==> config.mk <==
export PLATFORM = sky130hd
export DESIGN_NAME = multiplier_16bit
export DESIGN_NICKNAME = d
export VERILOG_FILES = /design/src/rtl/multiplier_16bit.sv
export SDC_FILE = /design/constraint.sdc
export NUM_CORES = 1
export LEC_CHECK = 0
export ABC_CLOCK_PERIOD_IN_PS = 6700
export CORE_AREA = 2 2 169 171
export DETAILED_ROUTE_END_ITERATION = 10
export DIE_AREA = 0 0 171 173
export HOLD_SLACK_MARGIN = 0.02
export SETUP_SLACK_MARGIN = 0.15
export SYNTH_ARGS = -nofsm -noshare
export SYNTH_HDL_FRONTEND = slang
export SYNTH_SLANG_ARGS = --single-unit
==> constraint.sdc <==
create_clock -name I_CLK -period 6.7 [get_ports I_CLK]
set_input_delay 0.67 -clock I_CLK [delete_from_list [all_inputs] [get_ports I_CLK]]
set_output_delay 0.67 -clock I_CLK [all_outputs]
set_load 0.02 [all_outputs]
==> src/rtl/multiplier_16bit.sv <==
// Sequential signed Q2.13 multiplier: radix-4 Booth, 4 partial products per cycle.
// Define MUL16_SAT_EN to saturate overflowing products instead of wrapping.
module multiplier_16bit (
  input  logic        I_CLK,
  input  logic        I_RST,
  input  logic        I_VLD,
  input  logic [15:0] I_M1,
  input  logic [15:0] I_M2,
  output logic        O_VLD,
  output logic        O_MUL_BUSY,
  output logic [15:0] O_PRODUCT
);

  typedef enum logic [1:0] {
    IDLE = 2'd0,
    ACC0 = 2'd1,
    ACC1 = 2'd2,
    DONE = 2'd3
  } state_e;

  state_e      state_q, state_d;
  logic [15:0] m1_q, m1_d;
  logic [15:0] m2_q, m2_d;
  logic [31:0] acc_q, acc_d;
  logic        vld_q, vld_d;
  logic [15:0] prod_q, prod_d;

  logic        load;
  logic        add_en;
  logic        hi_sel;
  logic        fin;

  logic [16:0] m2x;
  logic [2:0]  win;
  logic [4:0]  sh;
  logic [31:0] pp_sum;
  logic [15:0] slice;
  logic        unused_bits;

  function automatic logic [31:0] booth_pp(
    input logic [15:0] m,
    input logic [2:0]  w,
    input logic [4:0]  s
  );
    logic [31:0] mx;
    logic [31:0] pp;
    mx = {{16{m[15]}}, m};
    case (w)
      3'b001, 3'b010: pp = mx;
      3'b011:         pp = mx << 1;
      3'b100:         pp = -(mx << 1);
      3'b101, 3'b110: pp = -mx;
      default:        pp = '0;
    endcase
    return pp << s;
  endfunction

  always_ff @(posedge I_CLK or posedge I_RST) begin
    if (I_RST) state_q <= IDLE;
    else       state_q <= state_d;
  end

  always_comb begin
    state_d = state_q;
    unique case (state_q)
      IDLE:    if (I_VLD) state_d = ACC0;
      ACC0:    state_d = ACC1;
      ACC1:    state_d = DONE;
      DONE:    state_d = IDLE;
      default: state_d = IDLE;
    endcase
  end

  always_comb begin
    load   = 1'b0;
    add_en = 1'b0;
    hi_sel = 1'b0;
    fin    = 1'b0;
    unique case (state_q)
      IDLE:    load = I_VLD;
      ACC0:    add_en = 1'b1;
      ACC1: begin
        add_en = 1'b1;
        hi_sel = 1'b1;
      end
      DONE:    fin = 1'b1;
      default: ;
    endcase
  end

  // Booth digit k of the selected half uses window m2[2i+1:2i-1], i = k or k+4.
  assign m2x = {m2_q, 1'b0};

  always_comb begin
    pp_sum = '0;
    win    = '0;
    sh     = '0;
    for (int k = 0; k < 4; k++) begin
      win    = hi_sel ? m2x[2*k+8 +: 3] : m2x[2*k +: 3];
      sh     = hi_sel ? 5'(2*k+8) : 5'(2*k);
      pp_sum = pp_sum + booth_pp(m1_q, win, sh);
    end
  end

  always_comb begin
`ifdef MUL16_SAT_EN
    if (acc_q[31:28] != {4{acc_q[31]}})
      slice = acc_q[31] ? 16'h8000 : 16'h7FFF;
    else
      slice = {acc_q[31], acc_q[27:13]};
`else
    slice = {acc_q[31], acc_q[27:13]};
`endif
  end

  assign unused_bits = ^{acc_q[30:28], acc_q[12:0]};

  always_comb begin
    m1_d   = m1_q;
    m2_d   = m2_q;
    acc_d  = acc_q;
    vld_d  = fin;
    prod_d = fin ? slice : 16'h0000;
    if (load) begin
      m1_d  = I_M1;
      m2_d  = I_M2;
      acc_d = '0;
    end else if (add_en) begin
      acc_d = acc_q + pp_sum;
    end
  end

  always_ff @(posedge I_CLK or posedge I_RST) begin
    if (I_RST) begin
      m1_q   <= '0;
      m2_q   <= '0;
      acc_q  <= '0;
      vld_q  <= 1'b0;
      prod_q <= '0;
    end else begin
      m1_q   <= m1_d;
      m2_q   <= m2_d;
      acc_q  <= acc_d;
      vld_q  <= vld_d;
      prod_q <= prod_d;
    end
  end

  assign O_VLD      = vld_q;
  assign O_PRODUCT  = prod_q;
  assign O_MUL_BUSY = (state_q != IDLE);

endmodule

==> summary.txt, run 1 <==
Outcome
  • Status: complete, no violations

Yosys
  • Synth Cell Area: 10970 um2
  • Synth top area cells: dfrtp_1 (19%), fa_1 (15%), nand2_1 (6.5%)
  • Number of synthesized flops with an enable pin: 0
  • Synth Flop Type: dfrtp_1
  • Net Count, Synth: about 1.6k
  • Avg Inst Size Synth: just under 8 um2
  • Register area share after synthesis: between 10% and 20%
  • Cell taking the most area after synthesis: dfrtp_1
  • Distinct cells, synth: between 70 and 80
  • Async SR Flop Fraction: 100.0%
  • List of most frequent post-synthesis cells: nand2_1 (189), nor2_1 (155), inv_1 (123)
  • Seq cells post-synth: 83
  • Synthesis Warnings: 0
  • Cell with the most instances after synthesis: nand2_1
  • Cells after synthesis: between 1k and 1.5k
  • Area fraction of the dominant cell type after synthesis: approximately a fifth

Critical path
  • Flop-to-flop setup slack: just over 0.4 ns
  • Setup crit start: state_q[0]
  • Worst r2r dst: acc_q[27]
  • Critical R2R Launch: state_q[0]
  • WS Path Type: register to register
  • Worst EP arrival: between 6 and 7 ns
  • Critical Path Fanout Max: 16
  • Worst EP required: about 7.0 ns
  • Reg2Reg Depth: 23
  • Critical Path Start Type: register
  • Worst Setup End Kind: register

Placement
  • Gpl congestion: roughly 1.0
  • HPWL after detailed placement: approximately 32000 um
  • Port Buffer Count: 52

Floorplanning
  • IO Pins: between 50 and 60
  • Die width: 171 um
  • Initial core utilization: between 30% and 40%
  • Core Area: approximately 28000 um2
  • Site Rows: approximately 60
  • Die Y: about 170 um
  • Die Area: 29580 um2

Timing
  • Slew of the pin with the lowest slew margin: roughly 0.98 ns
  • Endpoints failing hold: 0
  • Final-report max-slew violation count: 0
  • Clock Skews: between 0.005 and 0.006 ns
  • Slew headroom: between 30% and 40%
  • RSZ-0062 raised after global routing: true
  • Setup_tns: 0 ns
  • Fin crit share: between 90% and 100%
  • Fmax achieved: around 160 MHz
  • Final Critical Period: approximately 6.3 ns
  • Final Setup Violations: 0

Min path
  • Cell depth of the worst hold path: 2
  • Endpoint, Worst Hold: m2_q[12]
  • Hold path start: m2_q[12]
  • Worst Hold Class: register to register

Clock network
  • CTS root buf: clkbuf_16
  • Clk slew on worst S/H paths: roughly 0.070 ns
  • H-tree levels: 3
  • Num Clock Sinks: 83
  • CTS tree: yes
  • Clock Tree Buf Depth: 2
  • TritonCTS Buffers: 9
  • Clock latency at the later pin of the worst-skew pair: 0.37 ns

Global route
  • Pin count of the biggest net entering global routing: between 50 and 60
  • Vias in the first global route: between 10k and 15k
  • First-pass GRT wire length: 63220 um
  • Initial antenna violation count: 0
  • Total track usage: around 28%
  • GRT overflow: 0

Cells and area
  • Layout cells sized above 1: 14.92%
  • Post-layout net count: about 1.7k
  • ANT cells: 0
  • Area Overhead vs Synth: 18.84%
  • Fill count: between 2k and 3k

Drt
  • Drt pass-1 iters: 7
  • DR vias: between 10k and 15k
  • Remaining DRCs: 0
  • Wire per inst: roughly 22 um
  • Routed wire length: between 40000 and 50000 um
  • ANT nets after route: 0
  • DR vias/cell: between 5 and 6
  • DR iter-0 viols: between 1k and 1.5k

Flow run
  • # Max-Cap Violations: 0
-- flip-flops by register name, summed over array words and instances, names as in the netlist --
| signal | flops |
|---|---|
| m2_q | 16 |
| m1_q | 16 |
| O_VLD | 1 |
| O_PRODUCT | 16 |
| acc_q | 32 |
| state_q | 2 |
-- cell type report --
| class | instances | area, um2 | share of cell area [%] |
|---|---|---|---|
| inverters | 126 | 474.2 | 3.637 |
| repair buffers | 175 | 1528 | 11.72 |
| multi-input cells | 1101 | 8187 | 62.78 |
| flip-flops and latches | 83 | 2077 | 15.93 |
| well taps | 378 | 473.0 | 3.627 |
| clock buffers | 9 | 225.2 | 1.727 |
| clock inverters | 7 | 76.32 | 0.5853 |
-- stage by stage --
stage	cells	worst slack (ns)	util, %	hold slack, ns	instance area, um2
floorplan	1405	0.5566	-	0.4605	10970
global placement	1854	0.1488	45.19	0.4817	12480
detailed placement	1854	0.1067	45.19	0.4881	12480
CTS	1870	0.2011	46.32	0.5045	12800
global route	1879	0.1189	47.20	0.5447	13040
finish	1879	0.4024	47.20	0.5038	13040
-- layer usage --
layer	track usage, %	up-vias	routed length (um)
met4	9.004	0	1339
li1	-	5043	-
met3	5.631	85	3130
met1	38.55	5318	17660
met5	0	-	0
met2	43.83	483	18280
-- worst max-delay path by stage --
| stage | slack [ns] | end | depth (start not counted) |
|---|---|---|---|
| after floorplan | 0.56 | acc_q[28] | 27 |
| after global placement | 0.15 | acc_q[30] | 25 |
| after detailed placement | 0.11 | acc_q[30] | 25 |
| after CTS | 0.20 | acc_q[28] | 25 |
| after global routing | 0.12 | acc_q[28] | 26 |
| final | 0.40 | acc_q[27] | 23 |
-- worst max-delay path: stages (launching register included) --
cell      delay, ns
dfrtp_1        0.39
inv_2          0.10
ha_1           0.20
buf_12         0.18
mux2_2         0.50
nand2_2        0.24
buf_4          0.18
nor2_1         0.04
o21ai_0        0.26
nand3_1        0.18
o21ai_0        0.23
fa_1           0.48
fa_1           0.59
inv_1          0.07
fa_1           0.48
ha_1           0.32
a21oi_1        0.18
o21a_1         0.23
o2111a_1       0.31
o21ai_0        0.17
a31o_2         0.29
a41oi_1        0.27
mux2i_1        0.22
nand2_1        0.06
-- cells by family (layout without fill, tap and decap cells) --
logic type | Yosys count | count (layout) | share of synthesized area (%)
multiplexers | 45 | 45 | 4.481
AO/OA/AOI/OAI | 373 | 373 | 22.53
XOR/XNOR | 74 | 74 | 6.214
flip-flops | 83 | 83 | 18.93
buffers and inverters | 221 | 317 | 7.891
AND/OR/NAND/NOR | 483 | 483 | 19.98
adder cells (fa/ha/maj) | 126 | 126 | 19.98
-- timing repair --
| item | CTS | global route |
|---|---|---|
| pin swaps | 0 | 7 |
| hold buffers | 0 | 0 |
| resized for setup | 3 | 40 |
| endpoints found under the setup margin | 2 | 13 |
| gates cloned | 0 | 1 |
| setup buffers | 0 | 8 |
-- cells in the final DEF, fill, tap and decap left out, types with 26 or more instances in the layout --
master / netlist / final
nand2_1: 189 / 186
and2_1: 27 / 26
clkdlybuf4s50_1: 0 / 52
buf_4: 1 / 116
fa_1: 82 / 82
a21oi_1: 83 / 81
ha_1: 44 / 41
mux2i_1: 32 / 32
o21ai_0: 96 / 92
nor2_1: 155 / 150
inv_1: 123 / 121
xnor2_1: 57 / 55
dfrtp_1: 83 / 83
Power of run 1 is left out: the tool's default activity adds up to more than one toggle a clock period on the data nets, which glitch-free logic cannot reach.
==> inputs of run 2 (changes only) <==
Settings changed: CAP_MARGIN set to 20.
==> results of run 2 <==
The final DEF is identical to that of run 1; final timing and power are the same.
Power of run 2 is left out for the same reason.
==> inputs of run 3 (changes only) <==
Settings changed: CORE_AREA 2 2 169 171 to 4 4 171 173, CTS_CLUSTER_DIAMETER set to 120, DIE_AREA 0 0 171 173 to 0 0 175 177, GPL_TIMING_DRIVEN set to 0.
==> run 3 against run 2 <==
Net effect:
- worst hold slack got worse by 0.0057 ns
- count of clock-buffer cells in the layout did not move
- critical endpoint is now acc_q[30]
- critical path type unchanged
- flip-flop and latch count did not move
- sequential share of layout area fell by 0.26 points
==> summary.txt, run 3 (same netlist as run 1, synthesis figures left out) <==
Outcome
  • Status: complete, no violations

Timing
  • Slew of the pin with the lowest slew margin: 1.030 ns
  • Clock Skews: approximately 0.014 ns
  • RSZ-0062 raised after global routing: false
  • Setup_tns: 0 ns
  • Final-report max-slew violation count: 0
  • Slew headroom: a little under a third
  • Fin crit share: 95.81%
  • Final Setup Violations: 0
  • Endpoints failing hold: 0
  • Final Critical Period: approximately 6.4 ns
  • Fmax achieved: around 160 MHz

Clock network
  • Num Clock Sinks: 83
  • H-tree levels: 3
  • CTS root buf: clkbuf_16
  • CTS tree: yes
  • TritonCTS Buffers: 9
  • # hold bufs at CTS: 0
  • Clock Tree Buf Depth: 2
  • Clock latency at the later pin of the worst-skew pair: ~0.37 ns
  • Clk slew on worst S/H paths: approximately 0.080 ns

Critical path
  • Worst Setup End Kind: register
  • Cell mode on critical path: buf_2
  • Critical Path Fanout Max: 10
  • WS Path Type: register to register
  • Worst path slowest cell: fa_1
  • Cell breakdown of the critical path: inv_2 -> ha_2 -> buf_12 -> buf_8 -> mux2i_4 -> buf_2 -> buf_2 -> buf_2 -> o21ai_0 -> a21oi_1 -> nand2_1 -> o21ai_0 -> fa_1 -> fa_1 -> inv_1 -> ha_2 -> o21a_1 -> o211ai_1 -> nor3_2 -> a2111oi_4 -> o31ai_2 -> nand4_1 -> a2111o_1 -> nand3_1
  • Worst EP arrival: 6.72 ns
  • Critical Path Start Type: register
  • CP peak stage delay: ~0.54 ns
  • Worst EP required: about 7.0 ns

Drt
  • Wire per inst: 23.09 um
  • DR vias: between 10k and 15k
  • DR iter-0 viols: 1239
  • Drt pass-1 iters: 6
  • Routed wire length: 43660 um
  • DR vias/cell: roughly 6
  • Remaining DRCs: 0
  • ANT nets after route: 0

Cells and area
  • Largest register FFs: 32
  • Design area: between 10000 and 15000 um2
  • Final Util: slightly below 50%
  • Layout cells sized above 1: between 10% and 20%
  • Most frequent cells in the layout: nand2_1 (186), nor2_1 (148), inv_1 (119)
  • ANT cells: 0
  • Reg with most FFs: acc_q
  • Area Overhead vs Synth: 20.89%
  • Commonest non-fill, non-tap cell in the layout: nand2_1
  • Post-layout net count: approximately 1.7k

Global route
  • Vias in the first global route: around 11k
  • First-pass GRT wire length: roughly 66000 um
  • Global Route met3 Usage: under 10%
  • Most Crowded Layer GR: met2
  • GRT overflow: 0
  • Initial antenna violation count: 2
  • Total track usage: 27.94%
  • GR Util met2: between 40% and 50%
  • Pin count of the biggest net entering global routing: 55
  • GRT met1 Usage: 37.94%

Floorplanning
  • IO Pins: 53
  • Core Area: roughly 28000 um2
  • Die Area: 30980 um2
  • Die width: roughly 180 um
  • Die Y: roughly 180 um
  • Site Rows: ~60
  • Initial core utilization: approximately two fifths

Placement
  • HPWL after detailed placement: about 34000 um
  • Gpl congestion: between 1 and 1.5
  • DP Area: ~12000 um2
  • Port Buffer Count: 52

Flow run
  • # Max-Cap Violations: 0

Min path
  • Worst Hold Class: register to register
## run 3: cell count changes in the layout (fill, tap and decap cells not counted), moves of 5 or more
cell / delta
nor3_4: +5
buf_4: -74
a221oi_1: -5
clkbuf_1: +47
buf_6: +6
o21ai_0: -5
buf_2: +12
clkbuf_2: +9
a221oi_2: +5
nor3_1: -5
buf_1: +6
## run 3: layout make-up
type / instances / area (um2)
fillers: 2825 / 14360
multi-input cells: 1101 / 8548
flip-flops and latches: 83 / 2078
repair buffers: 93 / 852.1
plain buffers: 94 / 530.5
inverters: 126 / 478.0
well taps: 378 / 473.0
clock buffers: 9 / 225.2
clock inverters: 7 / 80.08
## run 3: timing repair
| item | 4_1_cts | 5_1_grt |
|---|---|---|
| endpoints found under the setup margin | 20 | 15 |
| pin swaps | 6 | 32 |
| setup buffers | 9 | 30 |
| resized for setup | 88 | 103 |
| hold endpoints to repair | 0 | 0 |
## run 3: worst paths after layout
kind	startpoint	endpoint	slack, ns	cells after the start
worst max-delay path	state_q[0]	acc_q[30]	0.28	24
worst min-delay path	m2_q[12]	m2_q[12]	0.50	2
worst max register to register	state_q[0]	acc_q[30]	0.28	24
worst min register to register	m2_q[12]	m2_q[12]	0.50	2
max in group asynchronous	I_RST	acc_q[15]	5.40	3
min in group asynchronous	I_RST	m2_q[15]	0.66	2
## run 3: worst max-delay path, delay by kind of cell, from the launching register on
kind / cells / cell delay (ns)
flops: 1 / 0.40
fa+ha+maj: 4 / 1.61
buf+inv: 7 / 1.43
compound gates: 8 / 1.83
mux: 1 / 0.36
simple gates: 4 / 0.72
## run 3: metrics by stage
stage | std cells | hold slack, ns | setup WS [ns]
after floorplan | 1405 | 0.4605 | 0.5566
after global placement | 1835 | 0.4828 | -1.055
after detailed placement | 1837 | 0.4839 | -1.056
after CTS | 1861 | 0.5031 | 0.1566
after global routing | 1891 | 0.5333 | 0.09030
final | 1891 | 0.4981 | 0.2807
## run 3: routing by layer
layer,wire length [um],vias up
met2,19390,537
li1,-,5060
met5,0,-
met1,18530,5641
met3,3488,122
met4,2254,0
Power of run 3 is left out for the same reason.
